## src/rtl/tpu_isa_pkg.sv

```systemverilog
// Shared types and default widths for the TPU ISA front end.
package tpu_isa_pkg;

    typedef enum logic [2:0] {
        IDLE  = 3'd0,
        REQ   = 3'd1,
        WAIT  = 3'd2,
        HOLD  = 3'd3,
        DRAIN = 3'd4
    } fetch_state_e;

    localparam int PC_W   = 8;
    localparam int INST_W = 16;

endpackage

```

## src/rtl/fetch_sequencer.sv

```systemverilog
// Instruction-fetch controller: owns the PC, issues one imem request at a time
// and presents each fetched word to decode over valid/ready.
module fetch_sequencer
    import tpu_isa_pkg::*;
#(
    parameter int CNT_WIDTH  = PC_W,
    parameter int INST_WIDTH = INST_W
) (
    input  logic                  clk,
    input  logic                  nrst,
    input  logic                  start,
    input  logic [CNT_WIDTH-1:0]  start_addr,
    input  logic                  halt,
    input  logic                  br_valid,
    input  logic [CNT_WIDTH-1:0]  br_target,
    output logic                  imem_req_valid,
    input  logic                  imem_req_ready,
    output logic [CNT_WIDTH-1:0]  imem_req_addr,
    input  logic                  imem_rsp_valid,
    input  logic [INST_WIDTH-1:0] imem_rsp_data,
    output logic                  inst_valid,
    input  logic                  inst_ready,
    output logic [INST_WIDTH-1:0] inst_data,
    output logic [CNT_WIDTH-1:0]  inst_pc,
    output logic                  busy
);

    fetch_state_e          state_q, state_d;
    logic [CNT_WIDTH-1:0]  pc_q, pc_d;
    logic [CNT_WIDTH-1:0]  fetch_pc_q, fetch_pc_d;
    logic [CNT_WIDTH-1:0]  inst_pc_q, inst_pc_d;
    logic [INST_WIDTH-1:0] inst_data_q, inst_data_d;
    logic                  halt_pend_q, halt_pend_d;
    logic                  halt_eff;

    // A halt raised this cycle acts immediately, not only once latched.
    assign halt_eff = halt | halt_pend_q;

    always_ff @(posedge clk) begin
        if (!nrst) begin
            state_q <= IDLE;
        end else begin
            state_q <= state_d;
        end
    end

    always_comb begin
        state_d = state_q;
        case (state_q)
            IDLE: begin
                if (start && !halt) state_d = REQ;
            end
            REQ: begin
                if (imem_req_ready)  state_d = br_valid ? DRAIN : WAIT;
                else if (br_valid)   state_d = REQ;
                else if (halt_eff)   state_d = IDLE;
            end
            WAIT: begin
                // A response landing with the redirect is dropped on the spot,
                // so nothing remains to drain.
                if (br_valid)            state_d = imem_rsp_valid ? REQ : DRAIN;
                else if (imem_rsp_valid) state_d = HOLD;
            end
            HOLD: begin
                if (br_valid)        state_d = REQ;
                else if (inst_ready) state_d = halt_eff ? IDLE : REQ;
            end
            DRAIN: begin
                if (imem_rsp_valid)  state_d = (halt_eff && !br_valid) ? IDLE : REQ;
            end
            default: state_d = IDLE;
        endcase
    end

    always_comb begin
        imem_req_valid = (state_q == REQ);
        imem_req_addr  = pc_q;
        inst_valid     = (state_q == HOLD);
        inst_data      = inst_data_q;
        inst_pc        = inst_pc_q;
        busy           = (state_q != IDLE);
    end

    always_comb begin
        pc_d        = pc_q;
        fetch_pc_d  = fetch_pc_q;
        inst_pc_d   = inst_pc_q;
        inst_data_d = inst_data_q;
        case (state_q)
            IDLE: begin
                if (start && !halt) pc_d = start_addr;
            end
            REQ: begin
                if (imem_req_ready) fetch_pc_d = pc_q;
            end
            WAIT: begin
                if (imem_rsp_valid && !br_valid) begin
                    inst_data_d = imem_rsp_data;
                    inst_pc_d   = fetch_pc_q;
                    pc_d        = pc_q + CNT_WIDTH'(1);
                end
            end
            default: ;
        endcase
        // Redirect wins over increment and start for the PC.
        if ((state_q != IDLE) && br_valid) pc_d = br_target;
        if (state_d == IDLE) halt_pend_d = 1'b0;
        else                 halt_pend_d = halt_pend_q | halt;
    end

    always_ff @(posedge clk) begin
        if (!nrst) begin
            pc_q        <= '0;
            fetch_pc_q  <= '0;
            inst_pc_q   <= '0;
            inst_data_q <= '0;
            halt_pend_q <= 1'b0;
        end else begin
            pc_q        <= pc_d;
            fetch_pc_q  <= fetch_pc_d;
            inst_pc_q   <= inst_pc_d;
            inst_data_q <= inst_data_d;
            halt_pend_q <= halt_pend_d;
        end
    end

endmodule

```

## config.mk

```make
export PLATFORM = sky130hd
export DESIGN_NAME = fetch_sequencer
export DESIGN_NICKNAME = d
export VERILOG_FILES = /design/src/rtl/tpu_isa_pkg.sv /design/src/rtl/fetch_sequencer.sv
export SDC_FILE = /design/constraint.sdc
export NUM_CORES = 1
export LEC_CHECK = 0
export ABC_CLOCK_PERIOD_IN_PS = 1550
export CAP_MARGIN = 15
export CORE_MARGIN = 5
export CORE_UTILIZATION = 40
export DETAILED_ROUTE_END_ITERATION = 10
export HOLD_SLACK_MARGIN = 0.15
export PLACE_DENSITY = 0.76
export SLEW_MARGIN = 20
export SYNTH_ARGS = -nofsm -noshare
export SYNTH_HDL_FRONTEND = slang
export SYNTH_SLANG_ARGS = --single-unit
```

## constraint.sdc

```tcl
create_clock -name clk -period 1.55 [get_ports clk]
set_clock_uncertainty 0.1 [all_clocks]
set_input_delay 0.3875 -clock clk [delete_from_list [all_inputs] [get_ports clk]]
set_output_delay 0.3875 -clock clk [all_outputs]
set_load 0.05 [all_outputs]
```

==> impl_results.md <==
* Top post-synthesis cells by area: dfxtp_1, nand2_1, a21boi_0, a21boi_1, nor2_1
* Transition time at the pin with the least slew margin at 0.426 ns
* Largest net degree at the start of global routing at 24
* Max-capacitance violation count at 0
* First-pass GRT wire length at 10000 um
* Vias at 2352
* Placeable core region at 0.00507 mm2
* Util after Layout at 0.789
* Post-CTS clock slew at the launch and capture registers of the worst setup and hold paths at 0.08 ns
* Final routed wire length divided by cell count at 16.9 um
* TritonCTS clock tree: yes
* Capture instance of the worst register-to-register path: inst_data[10]
* Most frequent cells in the layout: nand2_1, clkdlybuf4s50_1, buf_12
* Depth of the CTS H-tree at 2
* Buffer levels on the longest clock path at 2
* Top Layer Used: met4
* Setup repair after global routing missed its margin: yes
* Wirelength, routed at 7440 um
* Critical Path End: busy
* Die boundary width at 82.0 um
* Last weighted congestion value of the routability-driven placer at 0.892
* Relative area change from synthesis to final layout at 93.5%
* Violated checks: negative setup slack
* Total Negative Setup Slacks at -3.54 ns
* Number of distinct standard cells referenced by the synthesized netlist at 42
* Endpoint required time on the critical path at 1.06 ns
* Flop-to-flop setup slack at -0.18 ns
* Overall Global Routing Usage at 0.190
* Cell type contributing the most total cell area after synthesis: dfxtp_1
* Gate count after technology mapping at 256
* Via density per instance at 5.35
* Synthesized netlist net count at 297
* Ys flop type: dfxtp_1
* Mean area per synthesized cell at 8.09 um2
* DRT met1 WL at 2690 um
* Clock latency reported for the late side of the worst-skew pair at 0.30 ns
* Initial core utilization at 0.408
* Fraction of synthesized cell area taken by the top area cell type at 0.425
* DRT antenna net count at 0
* Overflow left after global routing at 0
* Maximum operating frequency at 554 MHz
* Total met2 wirelength after detailed routing at 4000 um
* Number of enable flip-flop cells after synthesis at 0
* Sink Count at 44
* Tcrit/Tclk final at 1.16
* Worst-path maximum fanout at 4
* Sequential element share of the synthesized area at 0.425
* Fin cells at 440
* Placed wire-length estimate after detailed placement at 4530 um
* Antenna violations before repair at 0
* Placed instance count at 411
* Antenna Cells at 0
* Count of boundary I/O pins at 75
* Root Buffer Master: clkbuf_8
* Area of the die at 0.00672 mm2
* Worst reg-to-reg path cell count at 7
* Vias in the first global route at 2221
* HP Class: register to register
* Number of violations reported at the end of detailed-routing iteration 0 at 100
* Static power due to leakage at 1.49 nW
* Worst slew margin at 0.713
* Nature of the critical path startpoint: register
* Beginning of the critical path: state_q[0]
* Wire length on met3 at 457 um
* Row count at 26
* Commonest non-fill, non-tap cell in the layout: nand2_1
* Category of the worst setup path capture point: output pin
* Netlist area before placement at 0.00207 mm2
* Layout filler cell count at 313
* Run status: complete, but fails checks
* Clock buffers created by TritonCTS at 5
* #FFs+latches synth at 44
* Hold violation total from the final report at 0
* Path type of the worst setup path: register to output pin
* Final critical-path setup slack at -0.254 ns
* Time the worst path needs with I/O delays and setup at 1.80 ns
* Final layout net count at 410
* Number of warnings reported in the yosys synthesis log at 0
* Height of the chip at 82.0 um
* Quantity of I/O buffers inserted on ports at 74
* Fraction of registers with async set/reset at 0
* First-pass DRT Iterations at 5
* R2r startpoint: state_q[2]
* Power density over the cells at 706 mW/mm2
* Fraction of final layout cells with drive strength greater than 1 at 0.430
* IR Drop Worst-Case VDD at 0.000428 V
* Number of failing setup endpoints in the final timing report at 45
* Number of pins exceeding their max-slew limit in the final report at 0
* Fin Hold WS at 0.362 ns
* Data arrival time at the worst-slack endpoint at 1.32 ns
* DR DRC count at 0
* Overall power after layout at 2.83 mW
[metrics by stage]
stage	setup slack, ns	cell area (um2)
after global placement	-0.522	3420
after detailed placement	-0.570	3420
after global routing	-0.283	4010
after CTS	-0.218	3680
final	-0.254	4010
after floorplan	-0.0961	2120
[critical path: stages, from the launching register on]
cell and delay (ns):
dfxtp_2 0.35, or3_4 0.41, buf_6 0.13, buf_8 0.14
[cell type report]
type                            instances  area (um2)  area share
Sequential cell                        44         903       0.225
Multi-Input combinational cell        193        1340       0.334
Clock inverter                          1        8.76     0.00219
Clock buffer                            7         108      0.0269
Timing Repair Buffer                  123        1550       0.387
Tap cell                               70        87.6      0.0219
Inverter                                2        7.51     0.00187
[kinds of logic after synthesis]
family,after synthesis,share of synthesized area
AND/OR/NAND/NOR,114,0.238
AO/OA/AOI/OAI,74,0.271
flip-flops,44,0.425
buffers and inverters,19,0.0429
XOR/XNOR,4,0.0169
adder cells (fa/ha/maj),1,0.00604
[what timing repair did]
item                       4_1_cts  5_1_grt
setup endpoints to repair       38       45
hold buffers                     0        0
cloned                           0        2
gates resized for setup         26       67
setup buffers                    7       13
pin swaps                        7       26
[state kept, by name, summed over array words and instances (netlist names)]
signal,flops
fetch_pc_q,8
halt_pend_q,1
imem_req_addr,8
inst_data,16
inst_pc,8
state_q,3
[layer usage]
metal	global-route usage	up-vias
met3	0.0373	23
met5	0	-
met1	0.213	1121
li1	-	1117
met2	0.347	91
met4	0.0764	0
[power by group]
group,leakage (nW),internal [mW],switching (mW)
logic,1.07,0.400,0.353
registers,0.361,1.17,0.0373
clock network,0.0596,0.463,0.410
total,1.49,2.03,0.800
[worst min path at each step]
stage                  startpoint             to  depth (start not counted)
global route        fetch_pc_q[7]  fetch_pc_q[7]                          2
detailed placement  fetch_pc_q[0]     inst_pc[0]                          2
floorplan           fetch_pc_q[0]  fetch_pc_q[0]                          2
global placement    fetch_pc_q[3]     inst_pc[3]                          2
finish              fetch_pc_q[7]     inst_pc[7]                          2
CTS                 fetch_pc_q[0]     inst_pc[0]                          2
[synthesized netlist by cell type, types with 2 or more instances]
cell type  count
a21boi_0      21
a2111oi_2      3
clkbuf_1       7
inv_1          2
a21oi_1        7
nor3_1         2
dfxtp_1       44
nor2b_1        5
a21boi_1      11
nand2_1       77
o21ai_0        6
o21a_1         3
nor2_1        15
buf_2          8
a31oi_1        4
o221ai_1       4
xnor2_1        2
nand2b_1       2
xor2_1         2
nand3_1        2
a22o_1         4
a222oi_1       2
o22ai_1        4
(Power assumes the default switching activity.)
==> variant 1: new RTL, same flow settings <==
Make the reset (`nrst`) asynchronous in 2 clocked blocks.
--- a/src/rtl/fetch_sequencer.sv
+++ b/src/rtl/fetch_sequencer.sv
@@ -38,3 +38,3 @@
 
-    always_ff @(posedge clk) begin
+    always_ff @(posedge clk or negedge nrst) begin
         if (!nrst) begin
@@ -110,3 +110,3 @@
 
-    always_ff @(posedge clk) begin
+    always_ff @(posedge clk or negedge nrst) begin
         if (!nrst) begin
Behaviour: differs if nrst is asserted again (counterexample within 4 cycles, from zero or initial values and one cycle with nrst low); with nrst held inactive, the same outputs for 10 cycles.
==> variant 1 against the unedited design <==
- the run still ends with setup timing left
- sequential share of layout area increased by 5.2 points
- sequential cell count stayed put
- via count fell by 17%
- utilization down 5.7 points
- synthesized area increased by 8.8%
- setup slack worse by 0.011 ns
- first-iteration DRC count increased by 18%
- routed wire length is 12% lower
- cell area is essentially flat
Power is left out: it rests on default switching activity, and per cell area and clock period it moved more than threefold.
==> variant 1: results (changes against the unedited design) <==
place:
  dp_hpwl_mm: 4.71  # was 4.53 mm
  port_buffers: 74  # unchanged
  globalplace.congestion: 0.861  # was 0.892
  dpl_worst_slack_ns: -0.510  # was -0.570 ns
  dp_cells: 353  # was 411
route:
  routed_wl_mm: 6.56  # was 7.44 mm
  vias_per_cell: 5.33  # was 5.35
  drtIter0Drc: 118  # was 100
  drtPass1Iterations: 4  # was 5
finish:
  drive_gt1_share_pct: 52.4  # was 43.0%
  fin_nets: 336  # was 410
  fillers: 387  # was 313
  stdcell_count: 368  # was 440
  antenna_cells: 0  # unchanged
  largest_register_ffs: 16  # unchanged
logic_synthesis:
  async_flop_share_pct: 100  # was 0%
  synth_seq_area_share_pct: 48.9  # was 42.5%
  synth-adder-area-share_pct: 0.556  # was 0.604%
  synth_compound_gate_area_share_pct: 12.2  # was 27.1%
  synth.top_cells.by_count: "dfrtp_1 (44), mux2_4 (20), mux2_2 (15)"  # was nand2_1 (77), dfxtp_1 (44), a21boi_0 (21)
  synthMuxAreaShare_pct: 21.7  # was 0%
  netlist_instances: 182  # was 256
  synth_nets: 223  # was 297
  synth_top_flop_cell: "dfrtp_1"  # was dfxtp_1
  synth.area.top_cells: "dfrtp_1 (49%), mux2_4 (13%), mux2_2 (7.5%), nand2_1 (2.0%), o21ai_0 (1.8%)"  # was dfxtp_1 (43%), nand2_1 (14%), a21boi_0 (7.6%), a21boi_1 (4.0%), nor2_1 (2.7%)
  synth_xor_area_share_pct: 1.17  # was 1.69%
  synth_cell_types: 50  # was 42
min_path:
  min_from: "fetch_pc_q[6]$_DFFE_PN0P_"  # was fetch_pc_q[7]$_SDFFE_PN0P_
  min_to: "fetch_pc_q[6]$_DFFE_PN0P_"  # was inst_pc[7]$_SDFFE_PN0P_
  whs_path_depth: 1  # was 2
  min_path_type: "register to register"  # unchanged
worst_setup_path:
  crit_slowest_cell: "dfrtp_2"  # was or3_4
  reg2reg_depth: 5  # was 7
  cp_max_fo: 6  # was 4
  timing.critical_path.to: "inst_valid"  # was busy
  crit_arrival_ns: 1.33
  r2r-end: "inst_pc[1]$_DFFE_PN0P_"  # was inst_data[10]$_SDFFE_PN0P_
  cp-startpoint: "state_q[2]$_DFF_PN0_"  # was state_q[0]$_SDFF_PN0_
  r2r_slack_ns: -0.24  # was -0.18 ns
  slowest_delay_ns: 0.48  # was 0.41 ns
cts:
  cts_max_level: 2  # unchanged
  cts.clk_slew.worst_paths_ns: 0.08  # about the same
  cts_made_buffers: 5  # unchanged
  clk_latency_ns: 0.30  # about the same
global_routing:
  grt_usage_pct: 18.1  # was 19.0%
  grt_max_degree: 45  # was 24
  grt_pass1_vias: 2045  # was 2221
  grt_pass1_wl_mm: 10.4  # was 10.0 mm
  antenna_found_initial: 0  # unchanged
timing:
  setup-violations-final: 45  # unchanged
  fin_ws_ns: -0.265  # was -0.254 ns
  slew_headroom_pct: 78.8  # was 71.3%
status:
  violations: "setup timing"  # unchanged
  outcome: "complete, but fails checks"  # unchanged
variant 1: cells by family after synthesis:
group | count (synthesis)
AOI/OAI and AO/OA | 39
muxes | 37
DFF | 44
xor gates and xnor gates | 3
buffers and inverters | 14
and+or+nand+nor | 44
adders and majority gates | 1
variant 1: layer usage:
metal	part of all wire, %	vias to the layer above	routed length, um	GRT usage, %
li1	-	899	-	-
met1	38	975	2500	21.4
met2	53	77	3490	31.6
met3	7.2	12	474	5.63
met4	1.5	0	99	5.18
met5	0	-	0	0
variant 1: cell type report:
| class | count | area (um^2) | share of cell area (%) |
|---|---|---|---|
| multi-input combinational | 124 | 1200 | 29.9 |
| inverter | 3 | 11.3 | 0.281 |
| clock buffer | 5 | 68.8 | 1.72 |
| clock inverter | 3 | 18.8 | 0.468 |
| sequential | 44 | 1110 | 27.8 |
| timing repair buffer | 117 | 1510 | 37.7 |
| tap | 72 | 90.1 | 2.25 |
variant 1: stage by stage:
stage               TNS (ns)  hold WS, ns  area, um^2  utilization (%)
finish                 -8.71        0.416        4010             73.3
global route          -10.59        0.429        4010             73.3
CTS                    -8.58        0.415        3960             72.3
detailed placement    -17.21        0.286        3710             67.8
global placement      -15.13        0.282        3710             67.8
floorplan              -5.09     -0.00809        2320                -
variant 1: critical path, delay by kind of cell, from the launching register on:
kind,cells,cell delay (ns)
DFF,1,0.48
buffers and inverters,2,0.28
and+or+nand+nor,1,0.26
variant 1: what timing repair did:
item / CTS / global route
setup buffers: 5 / 4
setup endpoints to repair: 47 / 48
hold buffers: 1 / 0
endpoints found under the hold margin: 44 / 0
pin swaps: 10 / 4
gates resized for setup: 36 / 12
==> variant 2: new RTL, config.mk and constraints unchanged <==
Made on the original files. Set the package constant `PC_W` to 12 (it was 8).
--- a/src/rtl/tpu_isa_pkg.sv
+++ b/src/rtl/tpu_isa_pkg.sv
@@ -11,3 +11,3 @@
 
-    localparam int PC_W   = 8;
+    localparam int PC_W   = 12;
     localparam int INST_W = 16;
Ports: changed (resized br_target, imem_req_addr, inst_pc and start_addr); port bits go from 75 to 91. No check against the original RTL was run, so the function may have changed too.
==> variant 2 against the unedited design <==
- the flow still finishes with violations (setup timing)
- count of clock-buffer cells in the layout shrank 1
- total power is 20% higher
- final cell count is 26% higher
- synthesized area is 27% higher
- cell area grew 26%
- critical path type is now register to register
- setup slack worse by 0.034 ns
- routed wire length increased by 36%
- via count is 30% higher
- largest power group unchanged
- sequential cell count increased by 12
==> variant 2: results (changes against the unedited design) <==
timing:
  worst_pin_slew_ns: 0.461  # was 0.426 ns
  setup-violations-final: 53  # was 45
  setup_tns_ns: -10.63  # was -3.54 ns
  fin_ws_ns: -0.288  # was -0.254 ns
worst_setup_path:
  slowest_delay_ns: 0.44  # was 0.41 ns
  crit_arrival_ns: 1.96  # was 1.32 ns
  cp_max_fo: 14  # was 4
  crit_family: "simple AND/OR/NAND/NOR gates"  # unchanged
logic_synthesis:
  netlist_instances: 330  # was 256
  synth_seq_area_share_pct: 42.6  # was 42.5%
  synth.top_cells.by_count: "nand2_1 (95), dfxtp_1 (56), a21boi_0 (24)"  # was nand2_1 (77), dfxtp_1 (44), a21boi_0 (21)
  synth_cell_types: 43  # was 42
  synth_nets: 379  # was 297
  synth.area.top_cells: "dfxtp_1 (43%), nand2_1 (14%), a21boi_0 (6.9%), a21boi_1 (5.7%), a21oi_1 (3.2%)"  # was dfxtp_1 (43%), nand2_1 (14%), a21boi_0 (7.6%), a21boi_1 (4.0%), nor2_1 (2.7%)
min_path:
  min_path_type: "register to register"  # unchanged
global_routing:
  grt_pass1_vias: 3008  # was 2221
  grt_max_degree: 29  # was 24
  grt_usage_pct: 21.1  # was 19.0%
  grt_pass1_wl_mm: 14.6  # was 10.0 mm
status:
  outcome: "complete, but fails checks"  # unchanged
  violations: "setup timing"  # unchanged
pwr:
  ir_drop_mv: 0.543  # was 0.428 mV
  p_leak_uw: 0.00188  # was 0.00149 uW
finish:
  drive_gt1_share_pct: 42.1  # was 43.0%
  fin_nets: 526  # was 410
  fillers: 390  # was 313
cts:
  cts.clk_slew.worst_paths_ns: 0.10  # was 0.08 ns
  clk_latency_ns: 0.32  # was 0.30 ns
route:
  routed_wl_mm: 10.1  # was 7.44 mm
  drtIter0Drc: 145  # was 100
place:
  port_buffers: 90  # was 74
  globalplace.congestion: 0.873  # was 0.892
  dp_hpwl_mm: 5.96  # was 4.53 mm
  dp_cells: 520  # was 411
==> variant 2: cell type report <==
cell class,instances,area share [%]
multi-input combinational,251,34.1
clock buffer,6,1.43
tap,77,1.90
sequential,56,22.8
clock inverter,2,0.297
inverter,4,0.297
timing repair buffer,159,39.2
==> variant 2: worst paths after layout <==
path | startpoint | endpoint | slack, ns | cells after the start
worst max-delay path | state_q[1]$_SDFF_PN0_ | inst_data[15]$_SDFFE_PN0P_ | -0.29 | 6
worst max register to register | state_q[1]$_SDFF_PN0_ | inst_data[15]$_SDFFE_PN0P_ | -0.29 | 6
worst min register to register | fetch_pc_q[10]$_SDFFE_PN0P_ | fetch_pc_q[10]$_SDFFE_PN0P_ | 0.36 | 2
worst min-delay path | fetch_pc_q[10]$_SDFFE_PN0P_ | fetch_pc_q[10]$_SDFFE_PN0P_ | 0.36 | 2
==> variant 2: metal layers <==
metal / track usage, % / wire (um)
met5: 0 / 0
met2: 35.5 / 5220
met3: 4.13 / 600
met4: 11.0 / 405
met1: 25.5 / 3910
==> variant 2: repair_timing <==
action / CTS / global route
pin swaps: 13 / 24
cloned: 3 / 3
setup buffers: 15 / 7
endpoints found under the setup margin: 47 / 58
gates resized for setup: 46 / 62
==> variant 2: logic make-up after synthesis <==
family / share of synthesized area, %
simple gates: 23.2
compound gates: 25.5
fa+ha+maj: 0.476
buf+inv: 4.85
flops: 42.6
xor+xnor: 3.33
==> variant 2: where the power goes <==
part / total [uW] / switching [uW] / leakage, uW / internal [uW]
Combinational: 1050 / 508 / 0.00138 / 547
Clock: 820 / 496 / 0.0000457 / 324
Sequential: 1530 / 46.2 / 0.000460 / 1480
Total: 3410 / 1050 / 0.00188 / 2360
==> variant 2: through the flow <==
stage,setup WS [ns],total power (uW),util [%]
after floorplan,-0.251,1970,-
after global placement,-0.634,2410,68.9
after detailed placement,-0.662,2430,68.9
after CTS,-0.274,3300,74.3
after global routing,-0.334,3530,79.3
final,-0.288,3410,79.3
==> variant 2: worst reg2reg max path: stages (launching register included) <==
cell and delay [ns]:
dfxtp_4 0.38, buf_4 0.12, or3b_4 0.37, or3_4 0.44, clkbuf_16 0.20, nand2_1 0.08, a21boi_1 0.05
